`src/rtl/alu_exec_ctrl.sv`:
```
// alu_exec_ctrl: multi-cycle sequencer that fetches operands, drives the ALU, commits flags and writes back
module alu_exec_ctrl #(
  parameter int AW = 3
) (
  input  logic          Clk,
  input  logic          Rst_n,
  input  logic          Instr_Valid,
  output logic          Instr_Ready,
  input  logic [3:0]    Instr_Mode,
  input  logic [AW-1:0] Instr_Rd,
  input  logic [AW-1:0] Instr_Rs,
  input  logic [7:0]    Instr_Imm,
  input  logic          Instr_UseImm,
  input  logic          Instr_NoWB,
  output logic [AW-1:0] RF_RAddr,
  input  logic [7:0]    RF_RData,
  output logic          RF_WE,
  output logic [AW-1:0] RF_WAddr,
  output logic [7:0]    RF_WData,
  output logic [7:0]    Operand1,
  output logic [7:0]    Operand2,
  output logic [3:0]    Mode,
  output logic          E,
  input  logic [7:0]    Out_ALU,
  input  logic [3:0]    ALU_Flags,
  output logic [3:0]    CFlags,
  output logic          Busy,
  output logic          Done
);
  typedef enum logic [2:0] {IDLE, RD1, RD2, EXEC, WB} state_t;
  state_t        state_q, state_d;
  logic [3:0]    mode_q, mode_d, cflags_q, cflags_d;
  logic [AW-1:0] rd_q, rd_d, rs_q, rs_d;
  logic [7:0]    imm_q, imm_d, op1_q, op1_d, op2_q, op2_d, res_q, res_d;
  logic          use_imm_q, use_imm_d, no_wb_q, no_wb_d, carry_mode;
  assign carry_mode  = mode_q inside {4'b0000, 4'b0001, 4'b0111, 4'b1000, 4'b1001, 4'b1111};
  assign Instr_Ready = state_q == IDLE;
  assign Busy        = state_q != IDLE;
  assign E           = state_q == EXEC;
  assign Done        = state_q == WB;
  assign RF_WE       = Done && !no_wb_q;
  assign RF_WAddr    = Done ? rd_q : '0;
  assign RF_WData    = Done ? res_q : '0;
  assign RF_RAddr    = state_q == RD1 ? rd_q : state_q == RD2 ? rs_q : '0;
  assign Operand1    = op1_q;
  assign Operand2    = op2_q;
  assign Mode        = mode_q;
  assign CFlags      = cflags_q;
  // next-state and datapath capture; carry is only committed by arithmetic modes
  always_comb begin
    state_d   = state_q;
    mode_d    = mode_q;
    rd_d      = rd_q;
    rs_d      = rs_q;
    imm_d     = imm_q;
    use_imm_d = use_imm_q;
    no_wb_d   = no_wb_q;
    op1_d     = op1_q;
    op2_d     = op2_q;
    res_d     = res_q;
    cflags_d  = cflags_q;
    case (state_q)
      IDLE: if (Instr_Valid) begin
        mode_d    = Instr_Mode;
        rd_d      = Instr_Rd;
        rs_d      = Instr_Rs;
        imm_d     = Instr_Imm;
        use_imm_d = Instr_UseImm;
        no_wb_d   = Instr_NoWB;
        state_d   = RD1;
      end
      RD1: begin
        op1_d   = RF_RData;
        op2_d   = use_imm_q ? imm_q : op2_q;
        state_d = use_imm_q ? EXEC : RD2;
      end
      RD2: begin
        op2_d   = RF_RData;
        state_d = EXEC;
      end
      EXEC: begin
        res_d    = Out_ALU;
        cflags_d = {ALU_Flags[3], carry_mode ? ALU_Flags[2] : cflags_q[2], ALU_Flags[1:0]};
        state_d  = WB;
      end
      default: state_d = IDLE;
    endcase
  end
  // state and datapath registers; reset abandons any in-flight instruction
  always_ff @(posedge Clk or negedge Rst_n) begin
    if (!Rst_n) begin
      state_q   <= IDLE;
      mode_q    <= '0;
      rd_q      <= '0;
      rs_q      <= '0;
      imm_q     <= '0;
      use_imm_q <= 1'b0;
      no_wb_q   <= 1'b0;
      op1_q     <= '0;
      op2_q     <= '0;
      res_q     <= '0;
      cflags_q  <= '0;
    end else begin
      state_q   <= state_d;
      mode_q    <= mode_d;
      rd_q      <= rd_d;
      rs_q      <= rs_d;
      imm_q     <= imm_d;
      use_imm_q <= use_imm_d;
      no_wb_q   <= no_wb_d;
      op1_q     <= op1_d;
      op2_q     <= op2_d;
      res_q     <= res_d;
      cflags_q  <= cflags_d;
    end
  end
endmodule

```
`config.mk`:
```
export PLATFORM = sky130hd
export DESIGN_NAME = alu_exec_ctrl
export DESIGN_NICKNAME = d
export VERILOG_FILES = /design/src/rtl/alu_exec_ctrl.sv
export SDC_FILE = /design/constraint.sdc
export NUM_CORES = 1
export LEC_CHECK = 0
export ABC_AREA = 1
export BUFFER_PORTS_ARGS = -buffer_cell sky130_fd_sc_hd__buf_2
export CAP_MARGIN = 20
export CORE_ASPECT_RATIO = 1.25
export CORE_MARGIN = 2
export CORE_UTILIZATION = 48
export CTS_CLUSTER_DIAMETER = 200
export DETAILED_ROUTE_END_ITERATION = 12
export PLACE_DENSITY_LB_ADDON = 0.05
export SLEW_MARGIN = 5
export SYNTH_ARGS = -nofsm -noshare
export SYNTH_HDL_FRONTEND = slang
export SYNTH_SLANG_ARGS = --single-unit
export TNS_END_PERCENT = 30
```
`constraint.sdc`:
```
create_clock -name Clk -period 1.6 [get_ports Clk]
set_input_delay 0.16 -clock Clk [delete_from_list [all_inputs] [get_ports Clk]]
set_output_delay 0.16 -clock Clk [all_outputs]
set_load 0.02 [all_outputs]
```
==> summary.txt, run 1 <==
Global route
  – Met3 usage: 0.06583
  – First-pass GRT wire length: 8549 um
  – Grt ovf: 0
  – Largest net degree at the start of global routing: 52
  – Gr busiest metal: met2
  – Initial antenna violation count: 0
  – Vias in the first global route: 1,927
  – Met1 usage: 0.2550
  – Met2 usage: 0.3551
  – Gr usage total: 0.2130

Layout
  – Antenna diode count: 0
  – Count of nets after finishing: 413
  – Layout Utilization: 0.6684
  – Synth-to-layout area growth: 32.26%
  – Fillers: 417
  – Layout cell share with drive strength beyond 1: 0.3198

Route
  – Number of DRC markers in iteration 0: 106
  – Via Count: 2,066
  – WL/cell: 12.30 um
  – Vias per std cell: 4.838
  – First-pass iteration count of the detailed router: 4
  – DRC: 0
  – Post-Route WL: 5252 um
  – Antenna Violating Nets Remaining: 0

Floorplan
  – Starting density of the core: 0.5053
  – Die X: 65.29 um
  – # IOs: 86
  – Core ar.: 4459 um^2
  – Core Rows: 27
  – Die ar.: 5262 um^2
  – Die height: 80.61 um

STA
  – Final worst-path cycle share: 0.9804
  – Least-Margin Pin Slew: 575.7 ps
  – Max Fclk: 0.6375 GHz
  – Hold WS: 47.06 ps
  – Max-slew violation count: 0
  – Final hold vios: 0
  – Final Setup Violations: 0
  – Slew headroom: 0.6158
  – RSZ-0062 raised after global routing: true
  – Post-layout min period: 1569 ps
  – Final Skew: 3.059 ps

Logic synthesis
  – Post-synth cell types: 17
  – Flop and latch count out of synthesis: 51
  – Cell count after synthesis: 271
  – Ys Warns: 0
  – Register area share after synthesis: 0.5664
  – Synth Net Count: 314
  – Synth Cell Area: 2253 um^2
  – Mean Syn Cell Area: 8.315 um^2

Clocking
  – H-tree depth: 2
  – Root Buffer: clkbuf_8
  – Clock Pin Slew Worst Setup and Hold Paths: 80 ps
  – Num CTS Buffers: 5
  – Clock latency on the worst-skew pair: 300 ps
  – CTS tree: done
  – Clk sinks: 51
  – Clk buf depth: 2

Power and ir drop
  – Pwr dens: 2023 nW/um^2
  – Max VDD drop: 891.0 uV
  – P_leak: 1.705 nW

Outcome
  – Status: completed

Placed design
  – Port bufs: 85
  – Dpl hpwl: 3723 um
  – GP Congestion: 0.8169

Run
  – Max-cap violations: 0

Setup path
  – WP data required: 1440 ps
  – Worst-path fanout max: 13
  – Crit. End Element: output pin
  – Type of element launching the critical path: flip-flop
  – WP data arrival: 1410 ps
  – Crit Path Category: reg2out
  – Reg2reg start: state_q[0]
  – CP startpoint: state_q[1]

Worst hold path
  – Min-delay src: ALU_Flags[1]
  – Hold Path Class: in2reg
-- state kept, by name, indices dropped and copies added (netlist names) --
| register | flops |
|---|---|
| rs_q | 3 |
| Operand1 | 8 |
| no_wb_q | 1 |
| Operand2 | 8 |
| rd_q | 3 |
| imm_q | 8 |
| state_q | 3 |
| res_q | 8 |
| Mode | 4 |
| use_imm_q | 1 |
| CFlags | 4 |
-- layout by cell type, fill, tap and decap left out, types with 2 or more instances in the layout --
master,Yosys,final
nor2_1,13,12
nor2_4,1,2
clkbuf_8,0,5
buf_4,1,26
dfrtp_1,51,50
buf_6,2,2
inv_4,0,2
buf_2,7,73
o21ai_0,37,37
nand2_1,98,97
inv_1,31,29
nand3_1,20,19
o22ai_1,3,3
-- cell usage after synthesis --
| cell | count | share of area |
|---|---|---|
| buf_4 | 1 | 0.0033 |
| nor2_1 | 13 | 0.022 |
| nand3_1 | 20 | 0.044 |
| nor2_8 | 1 | 0.0089 |
| buf_2 | 7 | 0.016 |
| nand4_2 | 1 | 0.0056 |
| buf_6 | 2 | 0.010 |
| dfrtp_1 | 51 | 0.57 |
| nand2_1 | 98 | 0.16 |
| a31oi_1 | 1 | 0.0028 |
| inv_1 | 31 | 0.052 |
| o21ai_0 | 37 | 0.082 |
| clkbuf_1 | 2 | 0.0033 |
| o22ai_1 | 3 | 0.0083 |
| nor2_4 | 1 | 0.0050 |
| nand4_1 | 1 | 0.0028 |
| nand2_4 | 1 | 0.0050 |
-- repair_timing --
action / in CTS / in global routing
setup endpoints to repair: 16 / 30
hold buffers: 1 / 0
gates cloned: 0 / 1
hold endpoints to repair: 51 / 0
setup buffers: 0 / 8
gates resized for setup: 5 / 19
pin swaps: 0 / 1
-- through the flow --
stage	power (mW)	cells	TNS, ps	cell area (um^2)	setup WS (ps)
floorplan	4.175	271	0	2253	169.9
global route	6.553	427	-559.6	2980	-71.01
finish	6.031	427	0	2980	31.43
CTS	5.793	418	-7.292	2849	-7.292
detailed placement	5.088	411	0	2759	145.0
global placement	5.026	411	0	2759	185.2
-- worst max-delay path, cell delays in order, from the launching register on --
cell and delay (ps):
dfrtp_1 440, inv_4 130, nand3_1 100, buf_6 160
nor2_1 120, buf_4 160
-- power breakdown --
part	internal (mW)	leakage, nW	switching, mW
registers	1.92	0.632	0.323
clock network	0.292	0.0371	0.385
logic	1.13	1.04	1.98
total	3.34	1.71	2.69
-- cells by family after synthesis --
kind of cell / Yosys count / share of synthesized area
simple gates: 136 / 0.2565
flops: 51 / 0.5664
buf+inv: 43 / 0.08384
compound gates: 41 / 0.09329
-- layer usage --
layer / part of all wire / routed length [um] / vias to the layer above
met5: 0 / 0 / -
met4: 0.022 / 117 / 0
met3: 0.062 / 324 / 9
met2: 0.49 / 2566 / 62
met1: 0.43 / 2243 / 950
li1: - / - / 1045
-- final timing paths --
kind | cells after the start | endpoint | slack, ps
worst max-delay path | 5 | RF_WData[2] | 30
worst min-delay path | 3 | CFlags[1] | 50
worst max register to register | 5 | rs_q[1] | 240
worst min register to register | 2 | CFlags[3] | 480
max in group asynchronous | 3 | state_q[0] | 1000
min in group asynchronous | 3 | Operand1[6] | 370
-- area by class of cell --
cell class	instances	area (um^2)	area share
timing repair buffer	103	613.1	0.2057
tap	58	72.57	0.02435
clock buffer	6	72.57	0.02435
multi-input combinational	178	823.3	0.2762
inverter	31	121.4	0.04072
sequential	51	1277	0.4286
Power figures use the tool's default switching activity.
==> inputs of run 2 (changes only) <==
--- a/config.mk
+++ b/config.mk
@@ -10,7 +10,7 @@
 export CAP_MARGIN = 20
 export CORE_ASPECT_RATIO = 1.25
 export CORE_MARGIN = 2
-export CORE_UTILIZATION = 48
+export CORE_UTILIZATION = 40
 export CTS_CLUSTER_DIAMETER = 200
 export DETAILED_ROUTE_END_ITERATION = 12
 export PLACE_DENSITY_LB_ADDON = 0.05
==> summary.txt, run 2 (same netlist as run 1, synthesis figures left out) <==
Power and ir drop
  – Pwr dens: 2017 nW/um^2 (-0.33%)
  – Max VDD drop: 901.9 uV (+1.2%)
  – Final Power: 5.927 mW (-1.7%)
  – P_leak: 1.695 nW (-0.62%)

STA
  – Max-slew violation count: 0 (unchanged)
  – Least-Margin Pin Slew: 501.5 ps (-74.24 ps)
  – Final hold vios: 0 (unchanged)
  – Slew headroom: 0.6653 (+0.04955)
  – Final worst-path cycle share: 0.9504 (-0.03000)
  – Final Setup Violations: 0 (unchanged)
  – Setup_tns: 0 ps (unchanged)
  – Post-layout min period: 1521 ps (-48.00 ps)
  – Final Skew: 7.225 ps (+4.165 ps)
  – Max Fclk: 0.6576 GHz (+3.2%)

Layout
  – Layout Utilization: 0.5400 (-0.1283)
  – Synth-to-layout area growth: 30.43%
  – Count of nets after finishing: 411 (-0.48%)
  – Antenna diode count: 0 (unchanged)
  – Cell area after layout: 2939 um^2 (-1.4%)
  – Commonest cells after routing, fill and taps aside: nand2_1, buf_2, dfrtp_1, o21ai_0, inv_1
  – Layout cell share with drive strength beyond 1: 0.3144 (-0.005420)
  – Commonest non-fill, non-tap cell in the layout: nand2_1
  – Fillers: 514 (+23%)

Route
  – DRC: 0 (unchanged)
  – First-pass iteration count of the detailed router: 4 (unchanged)
  – Number of DRC markers in iteration 0: 65 (-39%)
  – Antenna Violating Nets Remaining: 0 (unchanged)
  – Post-Route WL: 5225 um (-0.51%)
  – Via Count: 2,011 (-2.7%)
  – Vias per std cell: 4.644 (-4.0%)
  – WL/cell: 12.07 um (-1.9%)

Floorplan
  – Die height: 87.92 um (+9.1%)
  – Core Rows: 30 (+11%)
  – Core ar.: 5443 um^2 (+22%)
  – Starting density of the core: 0.4140 (-0.09131)
  – Die ar.: 6253 um^2 (+19%)
  – # IOs: 86 (unchanged)
  – Die X: 71.13 um (+9.0%)

Placed design
  – Port bufs: 85 (unchanged)
  – GP Congestion: 0.7441 (-8.9%)
  – Cell area after placement: 2759 um^2 (unchanged)
  – Dpl hpwl: 3627 um (-2.6%)

Worst hold path
  – Min-delay src: Instr_Imm[4]
  – Worst min-delay path endpoint: imm_q[4]
  – WHS Path Cells: 3 (unchanged)
  – Hold Path Class: in2reg

Run
  – Max-cap violations: 0 (unchanged)

Setup path
  – Worst-path fanout max: 13 (unchanged)
  – Crit Path Category: reg2out
  – Reg2reg start: state_q[0]
  – R2R depth: 6 (+1)
  – Type of element launching the critical path: flip-flop
  – FF-to-FF End: imm_q[7]
  – WP data required: 1440 ps (about the same)
  – WP data arrival: 1360 ps (-50 ps)
  – Crit. End Element: output pin
  – Register-to-Register Setup Slack: 200 ps (-40 ps)

Clocking
  – Clock latency on the worst-skew pair: 300 ps (about the same)
  – Clk buf depth: 2 (unchanged)
  – Clk sinks: 51 (unchanged)
  – Clock Pin Slew Worst Setup and Hold Paths: 90 ps (about the same)
  – H-tree depth: 2 (unchanged)
  – Root Buffer: clkbuf_8
  – Num CTS Buffers: 5 (unchanged)
  – CTS tree: done

Global route
  – Vias in the first global route: 1,798 (-6.7%)
  – Grt ovf: 0 (unchanged)
  – Gr usage total: 0.1739 (-0.03913)
  – Largest net degree at the start of global routing: 52 (unchanged)
  – First-pass GRT wire length: 8424 um (-1.5%)
  – Initial antenna violation count: 0 (unchanged)

Outcome
  – Status: completed
[run 2: changes by cell type in the layout (fill, tap and decap cells not counted), sizes merged]
cell	change
buf	-1
clkbuf	+1
clkinv	+1
nor2	-1
[run 2: how the worst max path moves through the flow]
stage / startpoint / to / cells past startpoint
final: state_q[1] / RF_WE / 5
after global routing: state_q[0] / RF_WE / 5
after CTS: state_q[0] / RF_RAddr[0] / 4
after detailed placement: state_q[0] / imm_q[7] / 5
after global placement: state_q[0] / imm_q[7] / 5
after floorplan: state_q[0] / RF_RAddr[0] / 4
[run 2: per-layer routing]
layer | GRT usage | vias to the layer above | share of wire
met5 | 0 | - | 0
met4 | 0.06175 | 0 | 0.015
met3 | 0.05063 | 7 | 0.067
met2 | 0.2923 | 55 | 0.50
met1 | 0.2144 | 909 | 0.42
li1 | - | 1040 | -
[run 2: stage by stage]
stage | instances | hold slack, ps | setup WS [ps]
6_report | 433 | 49.64 | 79.42
4_1_cts | 430 | 41.71 | 12.30
3_5_place_dp | 416 | 177.0 | 125.8
2_1_floorplan | 271 | -135.6 | 169.9
5_1_grt | 433 | 53.59 | -6.356
3_3_place_gp | 416 | 177.2 | 129.9
[run 2: repair_timing]
action	in CTS	in global routing
buffers inserted	5	3
endpoints found under the hold margin	51	0
setup endpoints to repair	17	17
resized for setup	4	6
hold buffers	1	0
pin swaps	1	0
[run 2: layout make-up]
class                      count  area (um^2)  area share
clock buffer                   7        76.32     0.02597
clock inverter                 1        5.005    0.001703
inverter                      31        118.9     0.04044
multi-input combinational    177        804.5      0.2737
sequential                    51         1277      0.4347
tap                           64        80.08     0.02725
timing repair buffer         102        576.8      0.1963
[run 2: report_power, final]
group	switching [mW]	internal [mW]	leakage (nW)
sequential	0.301	1.92	0.632
combinational	1.91	1.07	1.02
clock	0.413	0.308	0.0422
[run 2: critical path, cell delays in order (launching register included)]
cell     delay (ps)
dfrtp_1         410
inv_2           100
nand3_1         110
buf_6           160
nor2_1          120
buf_4           160
